## src/rtl/imem_loader.sv

```systemverilog
// imem_loader: packs a valid/ready byte stream into little-endian 32-bit IMem words and holds the CPU while loading.
// Optional IMEM_LOADER_CKSUM_EN adds a trailing checksum byte and the cksum_err output.
module imem_loader #(
  parameter int unsigned ADDR_W = 5
) (
  input  logic              clk,
  input  logic              reset,
  input  logic              start,
  input  logic [ADDR_W:0]   len_in,
  input  logic [7:0]        byte_in,
  input  logic              byte_valid,
  output logic              byte_ready,
  output logic              mem_we,
  output logic [ADDR_W-1:0] mem_addr,
  output logic [31:0]       mem_wdata,
  output logic              busy,
  output logic              done,
  output logic              cpu_hold
`ifdef IMEM_LOADER_CKSUM_EN
  ,
  output logic              cksum_err
`endif
);

  localparam logic [ADDR_W:0] DEPTH = {1'b1, {ADDR_W{1'b0}}};
  localparam logic [ADDR_W:0] ONE   = {{ADDR_W{1'b0}}, 1'b1};

`ifdef IMEM_LOADER_CKSUM_EN
  typedef enum logic [2:0] {IDLE, RECV, WRITE, DONE, CKSUM} state_t;
  localparam state_t AFTER_LAST = CKSUM;
`else
  typedef enum logic [1:0] {IDLE, RECV, WRITE, DONE} state_t;
  localparam state_t AFTER_LAST = DONE;
`endif

  state_t            state_q, state_d;
  logic [ADDR_W:0]   len_q, len_d;
  logic [ADDR_W:0]   widx_q, widx_d;
  logic [1:0]        bidx_q, bidx_d;
  logic [ADDR_W-1:0] addr_q, addr_d;
  logic [31:0]       wdata_q, wdata_d;
  logic              last_word;
`ifdef IMEM_LOADER_CKSUM_EN
  logic [7:0]        sum_q, sum_d;
  logic              err_q, err_d;
`endif

  // Word index is one bit wider than the address so a full-depth load never wraps to 0.
  assign last_word = (widx_q == len_q - ONE);
  assign busy      = (state_q != IDLE);
  assign cpu_hold  = busy;
  assign mem_addr  = addr_q;
  assign mem_wdata = wdata_q;
`ifdef IMEM_LOADER_CKSUM_EN
  assign cksum_err = err_q;
`endif

  always_comb begin
    state_d    = state_q;
    len_d      = len_q;
    widx_d     = widx_q;
    bidx_d     = bidx_q;
    addr_d     = addr_q;
    wdata_d    = wdata_q;
    byte_ready = 1'b0;
    mem_we     = 1'b0;
    done       = 1'b0;
`ifdef IMEM_LOADER_CKSUM_EN
    sum_d      = sum_q;
    err_d      = err_q;
`endif
    case (state_q)
      IDLE: begin
        if (start) begin
          len_d  = (len_in > DEPTH) ? DEPTH : len_in;
          widx_d = '0;
          bidx_d = '0;
`ifdef IMEM_LOADER_CKSUM_EN
          sum_d  = '0;
          err_d  = 1'b0;
`endif
          state_d = (len_in == '0) ? AFTER_LAST : RECV;
        end
      end
      RECV: begin
        byte_ready = 1'b1;
        if (byte_valid) begin
          wdata_d[{bidx_q, 3'b000} +: 8] = byte_in;
          bidx_d = bidx_q + 2'd1;
`ifdef IMEM_LOADER_CKSUM_EN
          sum_d  = sum_q + byte_in;
`endif
          if (bidx_q == 2'd3) begin
            addr_d  = widx_q[ADDR_W-1:0];
            state_d = WRITE;
          end
        end
      end
      WRITE: begin
        mem_we  = 1'b1;
        widx_d  = widx_q + ONE;
        bidx_d  = '0;
        state_d = last_word ? AFTER_LAST : RECV;
      end
`ifdef IMEM_LOADER_CKSUM_EN
      CKSUM: begin
        byte_ready = 1'b1;
        if (byte_valid) begin
          sum_d   = sum_q + byte_in;
          state_d = DONE;
        end
      end
`endif
      DONE: begin
        done    = 1'b1;
`ifdef IMEM_LOADER_CKSUM_EN
        err_d   = (sum_q != 8'h00);
`endif
        state_d = IDLE;
      end
      default: state_d = IDLE;
    endcase
  end

  always_ff @(posedge clk) begin
    if (!reset) begin
      state_q <= IDLE;
      len_q   <= '0;
      widx_q  <= '0;
      bidx_q  <= '0;
      addr_q  <= '0;
      wdata_q <= '0;
`ifdef IMEM_LOADER_CKSUM_EN
      sum_q   <= '0;
      err_q   <= 1'b0;
`endif
    end else begin
      state_q <= state_d;
      len_q   <= len_d;
      widx_q  <= widx_d;
      bidx_q  <= bidx_d;
      addr_q  <= addr_d;
      wdata_q <= wdata_d;
`ifdef IMEM_LOADER_CKSUM_EN
      sum_q   <= sum_d;
      err_q   <= err_d;
`endif
    end
  end

endmodule
```

## config.mk

```make
export PLATFORM = sky130hd
export DESIGN_NAME = imem_loader
export DESIGN_NICKNAME = d
export VERILOG_FILES = /design/src/rtl/imem_loader.sv
export SDC_FILE = /design/constraint.sdc
export NUM_CORES = 1
export LEC_CHECK = 0
export ABC_AREA = 1
export CORE_ASPECT_RATIO = 1.75
export CORE_MARGIN = 4
export CORE_UTILIZATION = 38
export DETAILED_ROUTE_END_ITERATION = 16
export GPL_TIMING_DRIVEN = 0
export PLACE_DENSITY = 0.66
export SLEW_MARGIN = 40
export SYNTH_ARGS = -nofsm -noshare
export SYNTH_HDL_FRONTEND = slang
export SYNTH_SLANG_ARGS = --single-unit
```

## constraint.sdc

```tcl
create_clock -name clk -period 2 [get_ports clk]
set_input_delay 0.2 -clock clk [delete_from_list [all_inputs] [get_ports clk]]
set_output_delay 0.2 -clock clk [all_outputs]
set_load 0.005 [all_outputs]
```

==> results of run 1 <==
==> power breakdown <==
part / internal [mW] / switching (mW)
registers: 1.11 / 0.0567
logic: 0.289 / 0.461
clock network: 0.376 / 0.350
total: 1.78 / 0.867
==> through the flow <==
| stage | power, mW | hold WS (ns) | utilization (%) |
|---|---|---|---|
| 2_1_floorplan | 1.67 | 0.338 | - |
| 3_5_place_dp | 1.93 | 0.457 | 50.6 |
| 5_1_grt | 2.80 | 0.494 | 52.5 |
| 3_3_place_gp | 1.92 | 0.452 | 50.6 |
| 6_report | 2.64 | 0.465 | 52.5 |
| 4_1_cts | 2.65 | 0.470 | 52.5 |
==> sequential cells by signal, indices dropped and copies added (netlist names) <==
name,cells
bidx_q,2
mem_wdata,32
mem_addr,5
len_q,6
widx_q,6
state_q,2
==> layer usage <==
| layer | up-vias | GRT usage (%) | wire length, µm |
|---|---|---|---|
| li1 | 1276 | - | - |
| met1 | 1126 | 17.4 | 2600 |
| met2 | 60 | 34.2 | 3700 |
| met3 | 10 | 3.47 | 295 |
| met4 | 0 | 6.00 | 121 |
| met5 | - | 0 | 0 |
==> worst reg2reg max path: stages, from the launching register on <==
cell	delay, ns
dfxtp_2	0.37
clkbuf_4	0.20
inv_1	0.12
ha_1	0.36
inv_1	0.06
nor2_2	0.13
nand2_1	0.13
inv_2	0.13
nand4_1	0.10
a21oi_1	0.15
==> logic make-up after synthesis <==
group                    synth area share, %
buffers and inverters                   7.78
XOR/XNOR                               0.698
AO/OA/AOI/OAI                           14.2
AND/OR/NAND/NOR                         31.0
adder cells (fa/ha/maj)                 3.99
flip-flops                              42.3
==> synth_stat cells (all sizes together) <==
master	number
nand2	88
dfxtp	53
a21oi	50
nor2	42
inv	32
nand3	26
clkbuf	9
nor3	9
o21ai	9
ha	8
nand4	6
buf	5
a211oi	3
nor4	2
o22ai	2
o311a	2
xnor2	2
a31oi	1
clkinv	1
or2	1
==> final cells by class <==
class	instances	area, µm²	share of cell area [%]
Buffer	13	71.3	2.15
Multi-Input combinational cell	251	1260	38.0
Tap cell	80	100	3.02
Clock buffer	6	72.6	2.19
Clock inverter	2	38.8	1.17
Inverter	33	124	3.73
Sequential cell	53	1060	32.0
Timing Repair Buffer	59	591	17.8
==> how the worst max path moves through the flow <==
stage                          start       endpoint  depth (start not counted)
after floorplan            bidx_q[0]  mem_wdata[24]                          8
after global placement     bidx_q[0]  mem_wdata[31]                          8
after detailed placement   bidx_q[0]  mem_wdata[31]                          8
after CTS                  bidx_q[0]  mem_wdata[31]                          8
after global routing      state_q[1]         mem_we                          3
final                     state_q[1]         mem_we                          3
==> timing repair <==
item,in CTS,in global routing
endpoints found under the setup margin,25,19
endpoints found under the hold margin,0,0
setup buffers,0,0
gates resized for setup,4,4
hold buffers,0,0
==> metrics.csv, run 1 <==
stage,metric,value,unit
final_layout,Layout Cells excl Fill,497,
critical_path,RR Endpoint,mem_wdata[23],
final_layout,area grow syn2layout,32.3,%
final_layout,number of fill cells,622,
synthesis,Synthesized Nets,377,
timing,"Slew Viols, Final",0,
critical_path,WP buf/inv,2,
critical_path,"critical path, cell by cell",inv_1 -> nor2_2 -> clkdlybuf4s50_1,
synthesis,Cells after Synth,351,
timing,fmax,537,MHz
route,first drt pass iteration count,4,
placed_design,placed cells,490,
critical_path,Critical Path Sink Type,primary output,
floorplan,core area,0.00632,mm²
critical_path,r2r worst-path depth,9,
floorplan,Rows,38,
timing,Worst Max-Slew Pin Slew,0.596,ns
cts,Clock Sinks,53,
critical_path,critical path class,flop to primary output,
hold_path,hold depth,2,
synthesis,"Seq/Total Area, Yosys",42.3,%
grt,GR Util All Layers,17.2,%
grt,vias in the first global route,2399,
synthesis,Synth area leader,dfxtp_1,
final_layout,Layout Nets,442,
placed_design,pre-CTS setup slack,-0.228,ns
route,DR iter-0 viols,114,
placed_design,DPL Wire Length,5340,µm
critical_path,Worst R2R Start,bidx_q[0],
timing,Slew HR,60.3,%
power_and_ir_drop,peak supply drop,600,µV
route,Antenna Violating Nets Remaining,0,
synthesis,Synth warnings,0,
synthesis,Synth area leaders,"dfxtp_1 (42%), nand2_1 (13%), a21oi_1 (10%)",
critical_path,"delay-heaviest family, CP",buffers and inverters,
floorplan,Die W,69.4,µm
cts,clock tree root buffer cell,clkbuf_8,
timing,RSZ-0062 raised after global routing,false,
grt,grt total ovfl,0,
grt,first-pass GRT wire length,11000,µm
critical_path,startpoint types,flop,
route,Total Routed Length,6710,µm
cts,Worst-Skew Late Latency,0.31,ns
synthesis,Syn Std Cell Area,0.00251,mm²
critical_path,peak fanout along the critical path,6,
cts,clk buf depth,2,
timing,final hold vios,0,
timing,Final setup violation count,0,
route,vias,2472,
cts,Worst-path clk slew,0.10,ns
grt,largest net degree at the start of global routing,17,
timing,period utilization,93.0,%
floorplan,full die area,0.00802,mm²
power_and_ir_drop,PD cells,796,mW/mm²
critical_path,"Arr. time, crit path",1.66,ns
route,via density per instance,4.97,
floorplan,boundary pin count,60,
critical_path,slowest cell on the critical path,clkdlybuf4s50_1,
final_layout,layout cells sized above 1,7.19,%
cts,CTS tree,yes,
synthesis,Synth top area share,42.3,%
route,DR WL/cell,13.5,µm
timing,TNS Setup,0,ns
power_and_ir_drop,static leakage power,1.28,nW
flow_run,Max-Cap Viols,0,
final_layout,most frequent cells in the layout,"nand2_1 (85), clkdlybuf4s50_1 (59), dfxtp_1 (52), a21oi_1 (50), nor2_1 (37)",
placed_design,Port Buffers,59,
grt,antenna violations before repair,0,
timing,clk_skew,0.00816,ns
timing,fin crit period,1.86,ns
placed_design,Routability Congestion,0.817,
final_layout,"commonest non-fill, non-tap cell in the layout",nand2_1,
status,status,"complete, no violations",
timing,setup ws final,0.139,ns
hold_path,Hold EP,mem_wdata[14],
critical_path,highest cell delay on the worst timing path,0.56,ns
cts,CTS H-Tree Depth,2,
cts,cts bufs inserted,5,
floorplan,Initial Util,39.7,%
final_layout,Inserted Diodes,0,
hold_path,min-delay src,mem_wdata[14],
route,Remaining DRCs,0,
synthesis,Yosys reg bits,53,
hold_path,Hold WC Path Type,flop to flop,
critical_path,critical path data required time,1.80,ns
final_layout,Final Cell Area,0.00332,mm²
floorplan,Die Y,115,µm
synthesis,"Avg Cell Area, Syn",7.15,µm²
critical_path,Reg2Reg Setup Slack,0.19,ns
placed_design,Area after DPL,0.00320,mm²
synthesis,synth unique cells,28,
Note: power is estimated with default switching activity, not from simulation.
==> inputs of run 2 (changes only) <==
Settings changed: CTS_CLUSTER_DIAMETER set to 80, GPL_TIMING_DRIVEN 0 to 1, PLACE_DENSITY 0.66 to 0.64.
Clock period 2 ns to 1.8 ns, I/O delays scaled along.
==> run 2 against run 1 <==
  * Count of clock-buffer cells in the layout unchanged
  * Clock skew up 0.0020 ns
  * Critical path depth unchanged
  * Via count down 1.6%
  * Largest cell class unchanged
  * Die area unchanged
  * Routed wire length down 1.1%
  * Sequential power up 10%
  * Cell area down 0.60%
  * Combinational power up 11%
  * First-iteration DRC count down 15%
  * Non-clock buffer count down 4
  * Sequential cell count unchanged
  * Critical endpoint is now busy
==> metrics.csv, run 2 (synthesis results as in run 1) <==
stage,metric,value,unit,change
status,status,"complete, no violations",,
critical_path,Worst R2R Start,bidx_q[0],,
critical_path,highest cell delay on the worst timing path,0.53,ns,-0.03 ns
floorplan,core area,0.00632,mm²,unchanged
critical_path,"delay-heaviest family, CP",buffers and inverters,,
critical_path,r2r worst-path depth,6,,-3
timing,fin crit period,1.67,ns,
route,Remaining DRCs,0,,unchanged
final_layout,area grow syn2layout,31.5,%,
timing,fmax,599,MHz,
placed_design,Area after DPL,0.00320,mm²,-0.12%
final_layout,Layout Nets,438,,-0.90%
critical_path,slowest cell on the critical path,clkdlybuf4s50_1,,
floorplan,Rows,38,,unchanged
final_layout,fin util,52.2,%,-0.32 points
floorplan,full die area,0.00802,mm²,unchanged
route,via density per instance,4.93,,-0.82%
cts,clk buf depth,2,,unchanged
route,DR WL/cell,13.5,µm,-0.33%
grt,first-pass GRT wire length,11500,µm,+4.2%
critical_path,critical path class,flop to primary output,,
floorplan,boundary pin count,60,,unchanged
cts,cts bufs inserted,5,,unchanged
final_layout,"commonest non-fill, non-tap cell in the layout",nand2_1,,
floorplan,Initial Util,39.7,%,unchanged
power_and_ir_drop,final total power,2.85,mW,+7.8%
route,vias,2432,,-1.6%
timing,Worst Max-Slew Pin Slew,0.387,ns,-0.209 ns
cts,CTS H-Tree Depth,2,,unchanged
cts,setup bufs post-CTS,0,,unchanged
grt,grt total ovfl,0,,unchanged
final_layout,storage element area,0.00106,mm²,unchanged
timing,"Slew Viols, Final",0,,unchanged
placed_design,Routability Congestion,0.767,,-6.1%
cts,Worst-Skew Late Latency,0.31,ns,about the same
final_layout,footprint of the multi-input gates,0.00125,mm²,-0.40%
floorplan,Die Y,115,µm,unchanged
timing,final hold vios,0,,unchanged
critical_path,"critical path, cell by cell",nor2_1 -> inv_1 -> clkdlybuf4s50_1,,
critical_path,Reg2Reg Setup Slack,0.20,ns,about the same
grt,largest net degree at the start of global routing,22,,+5
timing,period utilization,92.8,%,
critical_path,"Arr. time, crit path",1.49,ns,-0.17 ns
critical_path,peak fanout along the critical path,5,,-1
final_layout,Inserted Diodes,0,,unchanged
final_layout,Final Cell Area,0.00330,mm²,-0.60%
cts,CTS tree,yes,,
timing,clk_skew,0.0101,ns,+0.00195 ns
final_layout,most frequent cells in the layout,"nand2_1 (85), clkdlybuf4s50_1 (59), dfxtp_1 (52), a21oi_1 (50), nor2_1 (38)",,
route,DR iter-0 viols,97,,-15%
hold_path,min-delay src,len_in[0],,
critical_path,critical path data required time,1.62,ns,-0.18 ns
floorplan,Die W,69.4,µm,unchanged
cts,Clock Sinks,53,,unchanged
hold_path,hold depth,3,,+1
hold_path,Hold EP,len_q[0],,
critical_path,RR Endpoint,mem_wdata[26],,
timing,Final setup violation count,0,,unchanged
cts,Worst-path clk slew,0.10,ns,about the same
grt,antenna violations before repair,0,,unchanged
final_layout,number of fill cells,629,,+1.1%
cts,clock tree root buffer cell,clkbuf_8,,
timing,TNS Setup,0,ns,unchanged
placed_design,DPL Wire Length,5230,µm,-2.1%
critical_path,startpoint types,flop,,
final_layout,Layout Cells excl Fill,493,,-0.80%
route,first drt pass iteration count,4,,unchanged
critical_path,WP buf/inv,2,,unchanged
power_and_ir_drop,peak supply drop,526,µV,-12%
grt,GR Util All Layers,17.9,%,+0.72 points
grt,vias in the first global route,2438,,+1.6%
route,Total Routed Length,6630,µm,-1.1%
final_layout,layout cells sized above 1,8.23,%,+1.0 points
power_and_ir_drop,static leakage power,1.28,nW,+0.35%
hold_path,Hold WC Path Type,primary input to flop,,
critical_path,Critical Path Sink Type,primary output,,
flow_run,Max-Cap Viols,0,,unchanged
placed_design,placed cells,485,,-1.0%
final_layout,max reg flops,32,,unchanged
timing,Slew HR,74.0,%,+14 points
timing,RSZ-0062 raised after global routing,false,,
power_and_ir_drop,PD cells,864,mW/mm²,+8.5%
critical_path,Setup crit start,state_q[0],,
placed_design,Port Buffers,59,,unchanged
route,Antenna Violating Nets Remaining,0,,unchanged
run 2: metal layers:
layer  global-route usage (%)  vias up  wire [µm]  part of all wire [%]
li1                         -     1268          -                     -
met1                     18.2     1084       2490                    37
met2                     34.5       62       3640                    55
met3                     3.65       18        278                   4.2
met4                     8.34        0        228                   3.4
met5                        0        -          0                     0
run 2: where the power goes:
part | leakage [nW] | internal (mW) | switching, mW
sequential | 0.429 | 1.23 | 0.0529
combinational | 0.804 | 0.322 | 0.513
clock | 0.0518 | 0.320 | 0.408
total | 1.28 | 1.88 | 0.974
run 2: through the flow:
stage | hold WS, ns | worst slack, ns
floorplan | 0.318 | 0.0216
global placement | 0.452 | 0.174
detailed placement | 0.454 | 0.156
CTS | 0.451 | 0.0569
global route | 0.477 | 0.0178
finish | 0.459 | 0.129
run 2: final cells by class:
cell class / instances / share of cell area (%)
timing repair buffer: 68 / 19.9
multi-input combinational: 251 / 38.0
sequential: 53 / 32.2
clock inverter: 2 / 0.531
tap: 80 / 3.03
clock buffer: 6 / 2.50
inverter: 33 / 3.75
run 2: how the worst max path moves through the flow:
stage,to,slack [ns],depth (start not counted)
4_1_cts,busy,0.06,3
3_3_place_gp,mem_wdata[17],0.17,7
2_1_floorplan,mem_wdata[24],0.02,8
3_5_place_dp,mem_wdata[19],0.16,7
6_report,busy,0.13,3
5_1_grt,busy,0.02,3
run 2: repair_timing:
item                                    4_1_cts  5_1_grt
resized for setup                             0        4
endpoints found under the hold margin         0        0
endpoints found under the setup margin        0        4
hold buffers                                  0        0
run 2: tightest hold or removal path: cells and delay by family:
kind            cells  cell delay, ns
buf+inv             1            0.42
simple gates        1            0.07
compound gates      1            0.05
==> inputs of run 3 (changes only) <==
Settings changed: CAP_MARGIN set to 20, CTS_BUF_LIST set to sky130_fd_sc_hd__clkbuf_4 sky130_fd_sc_hd__clkbuf_8, RECOVER_POWER set to 25.
==> run 3 against run 2 <==
  * Utilization is 0.12 points lower
  * Setup slack better by 0.0024 ns
  * Combinational power is 1% lower
  * Sequential cell count stayed put
  * Clock skew hardly changed
  * Critical path depth stayed put
  * Routed wire length is 0.23% lower
  * Critical path type unchanged
==> metrics.csv, run 3 (synthesis results as in run 1) <==
stage,metric,value,unit,change
grt,largest net degree at the start of global routing,22,,unchanged
final_layout,Final Cell Area,0.00329,mm²,-0.23%
floorplan,core area,0.00632,mm²,unchanged
power_and_ir_drop,final total power,2.84,mW,-0.38%
route,Total Routed Length,6620,µm,-0.23%
cts,Clock Sinks,53,,unchanged
cts,Worst-path clk slew,0.10,ns,about the same
floorplan,Initial Util,39.7,%,unchanged
route,DR WL/cell,13.4,µm,-0.23%
route,via density per instance,4.93,,about the same
timing,Worst Max-Slew Pin Slew,0.392,ns,+0.00474 ns
cts,clock tree root buffer cell,clkbuf_8,,
cts,CTS Hold Bufs,0,,unchanged
route,Antenna Violating Nets Remaining,0,,unchanged
critical_path,critical path data required time,1.62,ns,about the same
critical_path,critical path class,flop to primary output,,
floorplan,full die area,0.00802,mm²,unchanged
floorplan,boundary pin count,60,,unchanged
critical_path,peak fanout along the critical path,5,,unchanged
hold_path,Hold WC Path Type,primary input to flop,,
final_layout,Layout Nets,438,,unchanged
timing,TNS Setup,0,ns,unchanged
timing,period utilization,92.7,%,-0.13 points
critical_path,Critical Path Sink Type,primary output,,
timing,final hold vios,0,,unchanged
grt,grt total ovfl,0,,unchanged
final_layout,layout cells sized above 1,7.99,%,-0.24 points
power_and_ir_drop,PD cells,863,mW/mm²,-0.16%
final_layout,"commonest non-fill, non-tap cell in the layout",nand2_1,,
route,vias,2431,,-0.041%
final_layout,Layout Cells excl Fill,493,,unchanged
timing,fmax,599,MHz,+0.14%
final_layout,max reg flops,32,,unchanged
cts,CTS H-Tree Depth,2,,unchanged
cts,CTS tree,yes,,
route,DR iter-0 viols,103,,+6.2%
final_layout,most frequent cells in the layout,"nand2_1 (85), dfxtp_1 (52), a21oi_1 (50), clkdlybuf4s50_1 (42), nor2_1 (39)",,
critical_path,"Arr. time, crit path",1.49,ns,about the same
grt,vias in the first global route,2438,,unchanged
power_and_ir_drop,static leakage power,1.34,nW,+4.3%
flow_run,Max-Cap Viols,0,,unchanged
placed_design,placed cells,485,,unchanged
timing,clk_skew,0.0103,ns,+0.000167 ns
final_layout,Inserted Diodes,0,,unchanged
floorplan,Rows,38,,unchanged
final_layout,fin util,52.1,%,-0.12 points
timing,hold_ws,0.459,ns,+0.0000430 ns
grt,first-pass GRT wire length,11500,µm,unchanged
placed_design,DPL Wire Length,5230,µm,unchanged
cts,cts bufs inserted,5,,unchanged
timing,"Slew Viols, Final",0,,unchanged
power_and_ir_drop,peak supply drop,526,µV,about the same
timing,RSZ-0062 raised after global routing,false,,
timing,Final setup violation count,0,,unchanged
route,Remaining DRCs,0,,unchanged
grt,antenna violations before repair,0,,unchanged
timing,Slew HR,73.6,%,-0.32 points
final_layout,number of fill cells,631,,+0.32%
floorplan,Die Y,115,µm,unchanged
grt,GR Util All Layers,17.9,%,unchanged
cts,clk buf depth,2,,unchanged
timing,fin crit period,1.67,ns,-0.00241 ns
route,first drt pass iteration count,4,,unchanged
placed_design,pre-CTS setup slack,0.156,ns,unchanged
critical_path,startpoint types,flop,,
floorplan,Die W,69.4,µm,unchanged
timing,setup ws final,0.132,ns,+0.00241 ns
placed_design,Routability Congestion,0.767,,unchanged
cts,Worst-Skew Late Latency,0.31,ns,about the same
placed_design,Port Buffers,59,,unchanged
final_layout,area grow syn2layout,31.2,%,
status,status,"complete, no violations",,
placed_design,Area after DPL,0.00320,mm²,unchanged
## run 3: final cells by class
| class | count | area [µm²] | area share (%) |
|---|---|---|---|
| tap | 80 | 100 | 3.04 |
| clock buffer | 6 | 82.6 | 2.51 |
| clock inverter | 2 | 17.5 | 0.532 |
| sequential | 53 | 1060 | 32.3 |
| multi-input combinational | 251 | 1250 | 37.9 |
| timing repair buffer | 68 | 658 | 20.0 |
| inverter | 33 | 124 | 3.76 |
## run 3: where the power goes
part / switching (mW) / leakage (nW) / internal (mW)
registers: 0.0526 / 0.429 / 1.23
clock network: 0.408 / 0.0518 / 0.320
logic: 0.508 / 0.859 / 0.317
total: 0.969 / 1.34 / 1.87
## run 3: metal layers
layer | track usage (%) | share of wire (%)
met5 | 0 | 0
met4 | 8.34 | 3.4
met3 | 3.65 | 4.3
met2 | 34.5 | 55
met1 | 18.2 | 37
## run 3: what timing repair did
item | CTS | global route
setup endpoints to repair | 0 | 4
endpoints found under the hold margin | 0 | 0
setup buffers | 0 | 0
resized for setup | 0 | 4
## run 3: worst paths after layout
kind / start / to / slack (ns) / cells after the start
worst max-delay path: state_q[0] / byte_ready / 0.13 / 3
worst min-delay path: len_in[0] / len_q[0] / 0.46 / 3
worst max register to register: bidx_q[0] / mem_wdata[26] / 0.20 / 6
worst min register to register: mem_addr[4] / mem_addr[4] / 0.46 / 2
## run 3: critical path, stage by stage, from the launching register on
cell and delay (ns):
dfxtp_1 0.42, inv_2 0.08, nor2_4 0.15, clkdlybuf4s50_1 0.53
